===== src/rtl/sparc_pkg.sv =====
// Shared decode types, opcode constants and the SPARC V8 field decoder for the
// decode/issue stage.
package sparc_pkg;

  localparam int REG_BITS_SIZE = 5;
  localparam int NO_OF_REG     = 32;
  localparam int INST_SIZE     = 32;

  typedef enum logic [1:0] {
    OP_BR_SETHI = 2'b00,
    OP_CALL     = 2'b01,
    OP_ALU      = 2'b10,
    OP_MEM      = 2'b11
  } op_e;

  localparam logic [2:0] OP2_BICC  = 3'b010;
  localparam logic [2:0] OP2_SETHI = 3'b100;

  localparam logic [5:0] OP3_ADD   = 6'b000000;
  localparam logic [5:0] OP3_AND   = 6'b000001;
  localparam logic [5:0] OP3_OR    = 6'b000010;
  localparam logic [5:0] OP3_XOR   = 6'b000011;
  localparam logic [5:0] OP3_SUB   = 6'b000100;
  localparam logic [5:0] OP3_ANDN  = 6'b000101;
  localparam logic [5:0] OP3_ORN   = 6'b000110;
  localparam logic [5:0] OP3_XNOR  = 6'b000111;
  localparam logic [5:0] OP3_ADDCC = 6'b010000;
  localparam logic [5:0] OP3_SUBCC = 6'b010100;
  localparam logic [5:0] OP3_SLL   = 6'b100101;
  localparam logic [5:0] OP3_SRL   = 6'b100110;
  localparam logic [5:0] OP3_SRA   = 6'b100111;
  localparam logic [5:0] OP3_JMPL  = 6'b111000;

  localparam logic [5:0] OP3_LD    = 6'b000000;
  localparam logic [5:0] OP3_LDUB  = 6'b000001;
  localparam logic [5:0] OP3_LDUH  = 6'b000010;
  localparam logic [5:0] OP3_ST    = 6'b000100;
  localparam logic [5:0] OP3_STB   = 6'b000101;
  localparam logic [5:0] OP3_STH   = 6'b000110;

  localparam logic [REG_BITS_SIZE-1:0] CALL_RD = 5'd15;

  localparam int SRC_RS1 = 0;
  localparam int SRC_RS2 = 1;
  localparam int SRC_RD  = 2;

  typedef struct packed {
    logic [INST_SIZE-1:0]     pc;
    op_e                      op;
    logic [5:0]               op3;
    logic [REG_BITS_SIZE-1:0] rd;
    logic                     use_imm;
    logic [INST_SIZE-1:0]     imm;
    logic                     writes_rd;
    logic [2:0]               src;
    logic                     illegal;
  } decode_t;

  function automatic logic op3_implemented(input op_e op, input logic [5:0] op3);
    logic hit;
    hit = 1'b0;
    case (op)
      OP_ALU: begin
        case (op3)
          OP3_ADD, OP3_AND, OP3_OR, OP3_XOR, OP3_SUB, OP3_ANDN, OP3_ORN,
          OP3_XNOR, OP3_ADDCC, OP3_SUBCC, OP3_SLL, OP3_SRL, OP3_SRA,
          OP3_JMPL: hit = 1'b1;
          default:  hit = 1'b0;
        endcase
      end
      OP_MEM: begin
        case (op3)
          OP3_LD, OP3_LDUB, OP3_LDUH, OP3_ST, OP3_STB, OP3_STH: hit = 1'b1;
          default: hit = 1'b0;
        endcase
      end
      default: hit = 1'b0;
    endcase
    return hit;
  endfunction

  function automatic decode_t decode_inst(input logic [INST_SIZE-1:0] inst,
                                          input logic [INST_SIZE-1:0] pc);
    decode_t d;
    d         = '0;
    d.pc      = pc;
    d.op      = op_e'(inst[31:30]);
    d.rd      = inst[29:25];
    case (d.op)
      OP_CALL: begin
        d.rd        = CALL_RD;
        d.writes_rd = 1'b1;
        d.imm       = {inst[29:0], 2'b00};
      end
      OP_BR_SETHI: begin
        d.op3 = {3'b000, inst[24:22]};
        case (inst[24:22])
          OP2_SETHI: begin
            d.imm       = {inst[21:0], 10'b0000000000};
            d.writes_rd = (inst[29:25] != 5'd0);
          end
          OP2_BICC: d.imm     = {{8{inst[21]}}, inst[21:0], 2'b00};
          default:  d.illegal = 1'b1;
        endcase
      end
      OP_ALU, OP_MEM: begin
        d.op3          = inst[24:19];
        d.use_imm      = inst[13];
        d.imm          = {{19{inst[12]}}, inst[12:0]};
        d.src[SRC_RS1] = 1'b1;
        d.src[SRC_RS2] = ~inst[13];
        d.illegal      = ~op3_implemented(d.op, inst[24:19]);
        // Memory op3[2] distinguishes stores, whose rd is a data source.
        if (d.op == OP_MEM) begin
          d.src[SRC_RD] = inst[21];
          d.writes_rd   = ~inst[21] && (inst[29:25] != 5'd0);
        end else begin
          d.writes_rd   = (inst[29:25] != 5'd0);
        end
      end
      default: d.illegal = 1'b1;
    endcase
    return d;
  endfunction

endpackage


===== src/rtl/sparc_scoreboard.sv =====
// Register busy scoreboard: one bit per architectural register, set on issue,
// cleared on writeback, with three combinational read ports.
module sparc_scoreboard
  import sparc_pkg::*;
(
  input  logic                     clk,
  input  logic                     reset,
  input  logic                     set_en,
  input  logic [REG_BITS_SIZE-1:0] set_addr,
  input  logic                     clr_en,
  input  logic [REG_BITS_SIZE-1:0] clr_addr,
  input  logic [REG_BITS_SIZE-1:0] rd_addr_a,
  input  logic [REG_BITS_SIZE-1:0] rd_addr_b,
  input  logic [REG_BITS_SIZE-1:0] rd_addr_c,
  output logic                     busy_a,
  output logic                     busy_b,
  output logic                     busy_c
);

  logic [NO_OF_REG-1:0] busy_r;
  logic [NO_OF_REG-1:0] busy_nxt_s;

  // Next busy vector: clear first so a same-register set takes priority; r0 never busy.
  always_comb begin
    busy_nxt_s = busy_r;
    if (clr_en) begin
      busy_nxt_s[clr_addr] = 1'b0;
    end else begin
      busy_nxt_s = busy_r;
    end
    if (set_en) begin
      busy_nxt_s[set_addr] = 1'b1;
    end else begin
      busy_nxt_s[set_addr] = busy_nxt_s[set_addr];
    end
    busy_nxt_s[0] = 1'b0;
  end

  // Busy register.
  always_ff @(posedge clk) begin
    if (reset) begin
      busy_r <= '0;
    end else begin
      busy_r <= busy_nxt_s;
    end
  end

  assign busy_a = busy_r[rd_addr_a];
  assign busy_b = busy_r[rd_addr_b];
  assign busy_c = busy_r[rd_addr_c];

endmodule


===== src/rtl/sparc_decode_issue.sv =====
// Decode/issue stage: one-entry decode register, field decode, RAW hazard stall.
// Optional illegal-encoding detection under macro SPARC_ILLEGAL_CHECK_EN.
module sparc_decode_issue
  import sparc_pkg::*;
(
  input  logic                     clk,
  input  logic                     reset,
  input  logic                     if_valid,
  output logic                     if_ready,
  input  logic [INST_SIZE-1:0]     if_inst,
  input  logic [INST_SIZE-1:0]     if_pc,
  input  logic                     flush,
  output logic [REG_BITS_SIZE-1:0] rf_rs1,
  output logic [REG_BITS_SIZE-1:0] rf_rs2,
  output logic                     id_valid,
  input  logic                     id_ready,
  output logic [INST_SIZE-1:0]     id_pc,
  output logic [1:0]               id_op,
  output logic [5:0]               id_op3,
  output logic [REG_BITS_SIZE-1:0] id_rd,
  output logic                     id_use_imm,
  output logic [INST_SIZE-1:0]     id_imm,
  output logic                     id_writes_rd,
`ifdef SPARC_ILLEGAL_CHECK_EN
  output logic                     id_illegal,
`endif
  input  logic                     wb_valid,
  input  logic [REG_BITS_SIZE-1:0] wb_rd
);

  logic                 d_valid_r;
  logic [INST_SIZE-1:0] d_inst_r;
  logic [INST_SIZE-1:0] d_pc_r;
  decode_t              dec_s;
  logic                 writes_s;
  logic                 hazard_s;
  logic                 issue_s;
  logic                 busy_rs1_s;
  logic                 busy_rs2_s;
  logic                 busy_rd_s;

  assign dec_s = decode_inst(d_inst_r, d_pc_r);

`ifdef SPARC_ILLEGAL_CHECK_EN
  assign writes_s   = dec_s.writes_rd && !dec_s.illegal;
  assign id_illegal = d_valid_r && dec_s.illegal;
`else
  assign writes_s   = dec_s.writes_rd;
`endif

  assign hazard_s = (dec_s.src[SRC_RS1] && busy_rs1_s) ||
                    (dec_s.src[SRC_RS2] && busy_rs2_s) ||
                    (dec_s.src[SRC_RD]  && busy_rd_s);
  assign issue_s  = id_valid && id_ready;

  // Issue bundle and register-file addresses, forced to zero while the decode register is empty.
  always_comb begin
    id_valid = d_valid_r && !hazard_s && !flush;
    if_ready = !flush && (!d_valid_r || issue_s);
    if (d_valid_r) begin
      rf_rs1       = dec_s.op[1] ? d_inst_r[18:14] : 5'd0;
      rf_rs2       = dec_s.op[1] ? d_inst_r[4:0]   : 5'd0;
      id_pc        = dec_s.pc;
      id_op        = dec_s.op;
      id_op3       = dec_s.op3;
      id_rd        = dec_s.rd;
      id_use_imm   = dec_s.use_imm;
      id_imm       = dec_s.imm;
      id_writes_rd = writes_s;
    end else begin
      rf_rs1       = 5'd0;
      rf_rs2       = 5'd0;
      id_pc        = 32'd0;
      id_op        = 2'd0;
      id_op3       = 6'd0;
      id_rd        = 5'd0;
      id_use_imm   = 1'b0;
      id_imm       = 32'd0;
      id_writes_rd = 1'b0;
    end
  end

  // Decode register: flush empties it, otherwise load on accept or drain on issue.
  always_ff @(posedge clk) begin
    if (reset) begin
      d_valid_r <= 1'b0;
      d_inst_r  <= 32'd0;
      d_pc_r    <= 32'd0;
    end else if (flush) begin
      d_valid_r <= 1'b0;
    end else if (if_valid && if_ready) begin
      d_valid_r <= 1'b1;
      d_inst_r  <= if_inst;
      d_pc_r    <= if_pc;
    end else if (issue_s) begin
      d_valid_r <= 1'b0;
    end
  end

  sparc_scoreboard u_scoreboard (
    .clk       (clk),
    .reset     (reset),
    .set_en    (issue_s && id_writes_rd),
    .set_addr  (id_rd),
    .clr_en    (wb_valid),
    .clr_addr  (wb_rd),
    .rd_addr_a (d_inst_r[18:14]),
    .rd_addr_b (d_inst_r[4:0]),
    .rd_addr_c (d_inst_r[29:25]),
    .busy_a    (busy_rs1_s),
    .busy_b    (busy_rs2_s),
    .busy_c    (busy_rd_s)
  );

endmodule


===== config.mk =====
export PLATFORM = sky130hd
export DESIGN_NAME = sparc_decode_issue
export DESIGN_NICKNAME = d
export VERILOG_FILES = /design/src/rtl/sparc_pkg.sv /design/src/rtl/sparc_scoreboard.sv /design/src/rtl/sparc_decode_issue.sv
export SDC_FILE = /design/constraint.sdc
export NUM_CORES = 1
export LEC_CHECK = 0
export BUFFER_PORTS_ARGS = -buffer_cell sky130_fd_sc_hd__buf_4
export CORE_MARGIN = 2
export CORE_UTILIZATION = 31
export DETAILED_ROUTE_END_ITERATION = 7
export GPL_ROUTABILITY_DRIVEN = 0
export PLACE_DENSITY = 0.54
export SLEW_MARGIN = 40
export SYNTH_ARGS = -nofsm -noshare
export SYNTH_HDL_FRONTEND = slang
export SYNTH_SLANG_ARGS = --single-unit

===== constraint.sdc =====
create_clock -name clk -period 7.39 [get_ports clk]
set_input_delay 0 -clock clk [delete_from_list [all_inputs] [get_ports clk]]
set_output_delay 0 -clock clk [all_outputs]
set_load 0.01 [all_outputs]

==> After elaboration in Yosys (flattened, before gate mapping) <==
Cells that the tools add are included.
{ "totals": {"ff_bits": 97, "inputBits": 75, "output_inout_bits": 91, "word_cells": 84} }
{ "classes": {"n_lt_le_gt_ge": 7, "n_eq_ne": 5, "mux": 37, "bitwise_logic": 6, "reduce_logical": 24} }
{ "ops": {"columns": ["cell", "count"], "rows": [
  ["$mux 32", 4],
  ["$pmux 33 s3", 1],
  ["$pmux 32 s2", 1],
  ["$and 32x32->32", 1],
  ["$bwmux 32", 1],
  ["$not 32->32", 1],
  ["$or 32x32->32", 1],
  ["$lt 5x6->1 const B", 5],
  ["$mux 5", 6],
  ["$bmux 1 s5", 4],
  ["$mux 1", 14],
  ["$logic_and 1x1->1", 12],
  ["$pmux 6 s2", 1],
  ["$demux 1 s5", 2],
  ["$ge 5x1->1 const B", 2],
  ["$mux 6", 1],
  ["$reduce_bool 5->1", 1],
  ["$eq 2x2->1 const B", 2],
  ["$reduce_or 2->1", 2],
  ["$eq 3x2->1 const B", 1],
  ["$eq 3x3->1 const B", 1],
  ["$logic_not 1->1", 3],
  ["$logic_or 1x1->1", 3],
  ["$mux 3", 1],
  ["other kinds (6)", 8]
]} }

==> Logic depth before layout (Yosys ltp) <==
Gate-level depths: netlist (run 1).
{ "depth": {"ltp_word": 14, "ltp_mapped": 11, "depth_no_buf": 7} }

==> By module <==
From an unflattened synthesis (run 1), not the netlist that was laid out.
{ "unflattened": {"hier_cells": 722, "area_unflattened_um2": 6318.6} }
{ "by_module_without_submodules": {"columns": ["module", "instances", "cells_each", "area_per_inst_um2", "seq_area_each_um2"], "rows": [
  ["sparc_decode_issue", 1, 481, 4020.1, 1301.2],
  ["sparc_scoreboard", 1, 241, 2298.5, 620.6]
]} }

==> Worst setup path after synthesis (run 1) <==
OpenSTA, ideal clock, no wires.
{ "synth_timing": {"kind": "reg-to-reg", "start": "register d_inst_r[25]", "end": "register d_inst_r[0]", "setup_ns": 0.072, "arrival_ns": 2.381, "t_required_ns": 7.318, "path_slack_ns": 4.938, "path_stages_with_launch": 11, "n_path_buf": 3, "cell_sequence": "dfxtp_1 > buf_2 > mux4_2 > nor3b_1 > nor4_1 > a211oi_2 > a41oi_2 > nor3b_2 > buf_6 > buf_12 > mux2i_1"} }
{ "synth_between": {"elab_chain_cells": 12} }
{ "synth_lines": {"columns": ["item", "line_no", "source"], "rows": [
  ["start: declaration", "sparc_decode_issue.sv:32", "logic [INST_SIZE-1:0] d_inst_r;"],
  ["start signal: assignment", "sparc_decode_issue.sv:93", "d_inst_r <= if_inst;"],
  ["$bmux 1 s5", "sparc_scoreboard.sv:50", "assign busy_c = busy_r[rd_addr_c];"],
  ["$mux 1 (not written as such)", "sparc_scoreboard.sv:50", null],
  ["$logic_and 1x1->1", "sparc_decode_issue.sv:53", "(dec_s.src[SRC_RD] && busy_rd_s);"],
  ["$logic_or 1x1->1", "sparc_decode_issue.sv:52", "(dec_s.src[SRC_RS2] && busy_rs2_s) ||"],
  ["$logic_not 1->1", "sparc_decode_issue.sv:58", "id_valid = d_valid_r && !hazard_s && !flush;"],
  ["$logic_and 1x1->1 (2 in a row)", "sparc_decode_issue.sv:58", null],
  ["$logic_and 1x1->1", "sparc_decode_issue.sv:54", "assign issue_s = id_valid && id_ready;"],
  ["$logic_or 1x1->1", "sparc_decode_issue.sv:59", "if_ready = !flush && (!d_valid_r || issue_s);"],
  ["$logic_and 1x1->1", "sparc_decode_issue.sv:59", null],
  ["$logic_and 1x1->1", "sparc_decode_issue.sv:91", "end else if (if_valid && if_ready) begin"],
  ["$reduce_and 2->1 (no line)", null, null]
]} }
Every way passes these cells. The select of a mux whose other input is x is not followed.
A chain may end at the register's enable or synchronous reset.

==> Final worst setup path (run 1) <==
{ "layout_timing": {"start": "register d_inst_r[1]", "end": "register d_inst_r[8]"} }
{ "layout_between": {"elab_chain_cells": 13} }
{ "layout_lines": {"columns": ["item", "line_no", "source"], "rows": [
  ["$bmux 1 s5", "sparc_scoreboard.sv:49", "assign busy_b = busy_r[rd_addr_b];"],
  ["$mux 1 (not written as such)", "sparc_scoreboard.sv:49", null],
  ["$logic_and 1x1->1", "sparc_decode_issue.sv:52", null],
  ["$logic_or 1x1->1", "sparc_decode_issue.sv:51", "assign hazard_s = (dec_s.src[SRC_RS1] && busy_rs1_s) ||"],
  ["$logic_or 1x1->1", "sparc_decode_issue.sv:52", null],
  ["$logic_not 1->1", "sparc_decode_issue.sv:58", null],
  ["$logic_and 1x1->1 (2 in a row)", "sparc_decode_issue.sv:58", null],
  ["$logic_and 1x1->1", "sparc_decode_issue.sv:54", null],
  ["$logic_or 1x1->1", "sparc_decode_issue.sv:59", null],
  ["$logic_and 1x1->1", "sparc_decode_issue.sv:59", null],
  ["$logic_and 1x1->1", "sparc_decode_issue.sv:91", null],
  ["$reduce_and 2->1 (no line)", null, null]
]} }
Every way passes these cells. The select of a mux whose other input is x is not followed.

==> results.tsv, run 1 <==
stage	metric	value	unit
yosys	post-synthesis mux area share	17.9	%
floorplan	IO Count	166	
yosys	post-synthesis average cell area	8.33	µm²
critical_path	Crit path buffers/inverters	1	
yosys	ys async rst share	0	%
grt	vias in the first global route	6439	
yosys	Yosys reg bits	96	
final_layout	post-layout util	41.8	%
yosys	Synthesized Nets	901	
power_and_ir_drop	clock share of power	37.7	%
final_layout	number of diodes	0	
sta	fmax	285	MHz
yosys	Ys Warns	0	
power_and_ir_drop	P_leak	3.60	nW
routing	Via Count	6790	
critical_path	delay-heaviest family, CP	compound AO/OA/AOI/OAI gates	
critical_path	CP endpoint kind	flop	
sta	Layout Skew	13.9	ps
power_and_ir_drop	Logic pwr share	17.0	%
power_and_ir_drop	P_int	0.000885	W
floorplan	die area	0.0234	mm²
placed_design	Detail Placement HPWL	15.8	mm
final_layout	synthesis-to-layout area growth	32.6	%
power_and_ir_drop	Sw Pwr	0.000372	W
floorplan	Core Footprint	0.0218	mm²
sta	RSZ-0062 raised after global routing	false	
yosys	main flop type after synthesis	dfxtp_1	
yosys	Yosys top cell area share	27.9	%
critical_path	slowest library cell on the worst path	dfxtp_1	
critical_path	Startpoint Class	flop	
sta	hold slack	109	ps
grt	Global Route Usage Sum	19.3	%
yosys	cells after synthesis	826	
sta	Slew headroom	46.3	%
critical_path	worst setup path class	reg2reg	
yosys	Post-Synth Adder-Cell Area	0	%
sta	Fin. Hold Viols	0	
cts	CTS clock-pin slew for the worst setup and hold paths	70	ps
sta	Final setup viols	0	
floorplan	Row Count	54	
cts	Worst-Skew Late Latency	370	ps
routing	drt drc	0	
sta	final worst slack	3880	ps
worst_hold_path	Min-Delay Path Class	in2reg	
yosys	Yosys top cell by area	dfxtp_1	
cts	root buffer cell	clkbuf_16	
yosys	largest family of logic cells by synthesized area	simple AND/OR/NAND/NOR gates	
cts	CTS Buffer Depth	2	
sta	Worst Max-Slew Pin Slew	805	ps
grt	antenna violations before repair	0	
yosys	most frequent cell after synthesis	nand2b_1	
sta	Tcrit/Tclk final	47.6	%
placed_design	port bufs	165	
yosys	XOR/XNOR share of the synthesized area	0	%
yosys	Compound-Gate Fraction of Synth Area	18.8	%
routing	Post-Route WL	23.4	mm
final_layout	layout cell share with drive strength beyond 1	22.9	%
power_and_ir_drop	P per Cell Area	138	mW/mm²
routing	drt first pass iters	5	
cts	# H-tree levels	3	
routing	DR iter-0 viols	588	
yosys	Post-Synth Simple-Gate Area	29.2	%
critical_path	Worst Path Arrival	3810	ps
grt	GRT overflow	0	
cts	CTS Buf Count	9	
floorplan	Die Y	153	µm
critical_path	Crit path largest cell delay	730	ps
sta	max-slew violation count	0	
power_and_ir_drop	Reg power frac	45.3	%
yosys	Yosys cell types	62	
cts	clock sinks	96	
critical_path	CP cell instances	mux2_4 -> a221oi_2 -> nor4_1 -> o41ai_2 -> a41oi_2 -> nor3b_4 -> buf_6 -> mux2i_1	
power_and_ir_drop	worst-case vdd ir drop	0.0000945	V
critical_path	Worst EP required	7680	ps
routing	Via density	5.25	
yosys	mapped cell area	0.00688	mm²
cts	CTS tree	built	
floorplan	Die Wd	153	µm
routing	antenna-violating nets left	0	
power_and_ir_drop	Sw Ratio	29.6	%
grt	largest net degree at the start of global routing	93	
status	status	complete, no violations	
floorplan	Initial Util	31.5	%
routing	wire length per cell	18.0	µm
placed_design	Place WS	3890	ps
yosys	synth cell count leaders	132 x nand2b_1, 96 x dfxtp_1, 92 x mux2i_1	
sta	post-layout minimum cycle time	3510	ps
final_layout	Layout Nets	1084	
yosys	number of synthesized flops with an enable pin	0	
yosys	Synth area leaders	dfxtp_1 28%, mux2i_1 13%, nand2b_1 12%	
critical_path	Max Fanout on Critical Path	64	
run	Max Cap Viol	0	
grt	first-pass GRT wire length	36.4	mm
yosys	register area share after synthesis	27.9	%
sta	setup TNS	0	ps
==> sequential cells by signal (all words and copies together), names as in the netlist <==
register	flops
d_pc_r	32
d_valid_r	1
u_scoreboard.busy_r	31
d_inst_r	32
==> layout by cell type, fill, tap and decap left out, drive strengths merged, types with 8 or more instances in the layout <==
master	netlist	layout
a21boi	10	10
a21oi	55	55
a311oi	19	19
and2	36	36
and3	22	22
buf	21	172
clkbuf	45	9
dfxtp	96	96
dlygate4sd3	0	66
inv	11	16
mux2	9	9
mux2i	92	92
mux4	9	9
nand2	43	43
nand2b	132	132
nand3	10	10
nor2	54	54
nor2b	9	9
nor3	9	9
nor3b	10	10
o21a	16	16
o21ai	42	42
o22ai	8	8
==> path summary, 6_finish.rpt <==
| kind | startpoint | cells past startpoint | slack, ps | to |
|---|---|---|---|---|
| worst min register to register | d_pc_r[13] | 2 | 470 | d_pc_r[13] |
| worst min-delay path | wb_rd[0] | 4 | 110 | u_scoreboard.busy_r[8] |
| worst max-delay path | d_inst_r[1] | 8 | 3880 | d_inst_r[8] |
| worst max register to register | d_inst_r[1] | 8 | 3880 | d_inst_r[8] |
==> per-stage QoR <==
| step | cell area, µm² | cells | power [W] |
|---|---|---|---|
| after floorplan | 6880 | 826 | 0.000696 |
| after global routing | 9130 | 1294 | 0.00131 |
| final | 9130 | 1294 | 0.00126 |
| after global placement | 8140 | 1212 | 0.000764 |
| after CTS | 9110 | 1294 | 0.00127 |
| after detailed placement | 8170 | 1212 | 0.000766 |
==> routing by layer <==
layer  vias up  global-route usage [%]  part of all wire [%]
met4         0                    8.55                   3.4
met1      3148                    26.2                    45
met3        50                    3.37                   6.1
met2       273                    30.1                    45
met5         -                       0                     0
li1       3319                       -                     -
==> timing repair <==
action / CTS / global route
setup buffers: 0 / 0
resized for setup: 0 / 0
endpoints found under the hold margin: 65 / 0
setup endpoints to repair: 0 / 0
hold buffers: 66 / 0
==> final cells by class <==
type                    instances  area (µm²)
clock buffers                   9         225
clock inverters                 7        58.8
fillers                      2162       12700
inverters                      11        41.3
multi-input cells             653        4570
flip-flops and latches         96        1930
well taps                     280         350
repair buffers                238        1960
==> power groups by stage <==
stage / sequential (W) / combinational [W] / clock [W]
final: 0.000570 / 0.000214 / 0.000474
after detailed placement: 0.000582 / 0.000184 / 0
after global placement: 0.000581 / 0.000183 / 0
after CTS: 0.000570 / 0.000213 / 0.000487
after floorplan: 0.000558 / 0.000138 / 0
after global routing: 0.000574 / 0.000233 / 0.000506
==> cell families after synthesis <==
| kind of cell | after synthesis |
|---|---|
| AO/OA/AOI/OAI | 193 |
| buffers and inverters | 77 |
| flip-flops | 96 |
| multiplexers | 110 |
| AND/OR/NAND/NOR | 350 |
==> tightest hold or removal path, cell delays in order <==
cell	delay [ps]
buf_4	110
o31ai_1	90
a21oi_1	120
o21a_1	120
Power figures use the tool's default switching activity.
==> run 2, diff against run 1 <==
==> constraint.sdc (replaced) <==
create_clock -name clk -period 3.5 [get_ports clk]
set_input_delay 0 -clock clk [delete_from_list [all_inputs] [get_ports clk]]
set_output_delay 0 -clock clk [all_outputs]
set_load 0.01 [all_outputs]
==> results.tsv, run 2 (synthesized netlist as in run 1, its figures left out) <==
stage	metric	value	unit
critical_path	Worst EP required	3790	ps
final_layout	commonest cells after routing, fill and taps aside	194 x buf_4, 132 x nand2b_1, 95 x dfxtp_1, 92 x mux2i_1, 66 x dlygate4sd3_1	
cts	Post-CTS Setup Inserts	0	
critical_path	Max Fanout on Critical Path	13	
grt	GRT overflow	0	
critical_path	R2R Setup Slk	330	ps
routing	M1 wire length	10.8	mm
grt	vias in the first global route	6389	
sta	final worst slack	331	ps
cts	CTS Buffer Depth	2	
routing	antenna-violating nets left	0	
floorplan	Row Count	54	
floorplan	Die Wd	153	µm
cts	CTS Buf Count	9	
sta	hold slack	128	ps
sta	Layout Skew	21.3	ps
floorplan	Core Footprint	0.0218	mm²
grt	Global Route Usage Sum	19.2	%
sta	max-slew violation count	0	
sta	Fin. Hold Viols	0	
floorplan	Initial Util	31.5	%
final_layout	number of diodes	0	
final_layout	top flop regs	d_inst_r x32, d_pc_r x32, u_scoreboard.busy_r x31	
cts	Worst-Skew Late Latency	360	ps
floorplan	IO Count	166	
routing	Via Count	6810	
routing	Post-Route WL	23.7	mm
critical_path	Startpoint Class	flop	
worst_hold_path	Worst Hold End	u_scoreboard.busy_r[8]	
floorplan	die area	0.0234	mm²
final_layout	most common cell after layout, fill and taps aside	buf_4	
final_layout	fill count	2175	
routing	DR iter-0 viols	461	
grt	largest net degree at the start of global routing	87	
critical_path	FF-to-FF End	d_inst_r[11]	
sta	RSZ-0062 raised after global routing	false	
sta	post-layout minimum cycle time	3170	ps
floorplan	Die Y	153	µm
cts	clock sinks	96	
critical_path	depth of the most critical reg-to-reg path	9	
routing	Via density	5.17	
critical_path	worst setup path class	reg2reg	
final_layout	area occupied by multi-input gates	0.00455	mm²
routing	drt drc	0	
final_layout	synthesis-to-layout area growth	35.6	%
status	status	complete, no violations	
cts	Resized Gates After CTS	0	
routing	met3 wire len	1.33	mm
sta	Worst Max-Slew Pin Slew	810	ps
routing	drt first pass iters	6	
placed_design	port bufs	165	
sta	Final setup viols	0	
critical_path	CP endpoint kind	flop	
critical_path	worst r2r src	d_inst_r[1]	
worst_hold_path	Min-Delay Path Class	in2reg	
sta	Slew headroom	45.6	%
power_and_ir_drop	worst-case vdd ir drop	0.000212	V
routing	uppermost layer routed	met4	
cts	root buffer cell	clkbuf_16	
routing	metal2 WL	10.7	mm
grt	antenna violations before repair	0	
sta	fmax	316	MHz
critical_path	Worst Path Arrival	3460	ps
cts	CTS clock-pin slew for the worst setup and hold paths	80	ps
placed_design	Detail Placement HPWL	16.7	mm
final_layout	Layout Nets	1108	
sta	Tcrit/Tclk final	90.5	%
sta	setup TNS	0	ps
placed_design	Place WS	363	ps
run	Max Cap Viol	0	
power_and_ir_drop	P_leak	3.73	nW
power_and_ir_drop	overall power	0.00270	W
power_and_ir_drop	P per Cell Area	290	mW/mm²
routing	wire length per cell	18.0	µm
grt	first-pass GRT wire length	36.0	mm
final_layout	layout cell share with drive strength beyond 1	24.0	%
cts	CTS tree	built	
worst_hold_path	worst hold path startpoint	wb_rd[0]	
final_layout	flip-flop and latch area	0.00192	mm²
worst_hold_path	hold depth	4	
cts	# H-tree levels	3	
## run 2: worst max-delay path, cell delays in order (launching register included)
cell and delay (ps):
dfxtp_1 460, buf_4 230, mux2_2 340, o22ai_1 190
nor4b_2 80, o41ai_2 570, a41oi_2 290, nor3b_4 360
buf_4 340, mux2i_1 220
## run 2: worst max-delay path by stage
stage	startpoint	endpoint	slack (ps)	cells after the start
after floorplan	d_inst_r[25]	d_inst_r[0]	1050	10
after global placement	d_inst_r[26]	d_inst_r[14]	440	9
after detailed placement	d_inst_r[1]	d_inst_r[4]	360	9
after CTS	d_inst_r[1]	d_inst_r[4]	340	9
after global routing	d_inst_r[1]	d_inst_r[16]	130	9
final	d_inst_r[1]	d_inst_r[11]	330	9
## run 2: layer usage
layer / vias to the layer above / track usage (%)
li1: 3364 / -
met1: 3182 / 26.1
met2: 218 / 30.5
met3: 46 / 2.92
met4: 0 / 8.20
met5: - / 0
## run 2: repair_timing
action	4_1_cts	5_1_grt
hold buffers	66	0
endpoints found under the hold margin	65	0
setup endpoints to repair	0	0
## run 2: cell type report
type | instances | area share, %
clock buffers | 9 | 2.41
clock inverters | 7 | 0.912
inverters | 11 | 0.443
multi-input cells | 653 | 48.7
flip-flops and latches | 96 | 20.6
well taps | 280 | 3.76
repair buffers | 262 | 23.1
## run 2: power breakdown
part | leakage (nW) | internal (W) | switching, W
clock | 0.147 | 0.000512 | 0.000519
combinational | 2.80 | 0.000256 | 0.000235
sequential | 0.782 | 0.00113 | 0.0000497
total | 3.73 | 0.00190 | 0.000804
## run 2: stage by stage
stage,cell area [µm²],cells,utilization [%]
detailed placement,8350,1236,38.3
global route,9330,1318,42.7
global placement,8340,1236,38.2
floorplan,6880,826,-
finish,9330,1318,42.7
CTS,9320,1318,42.7
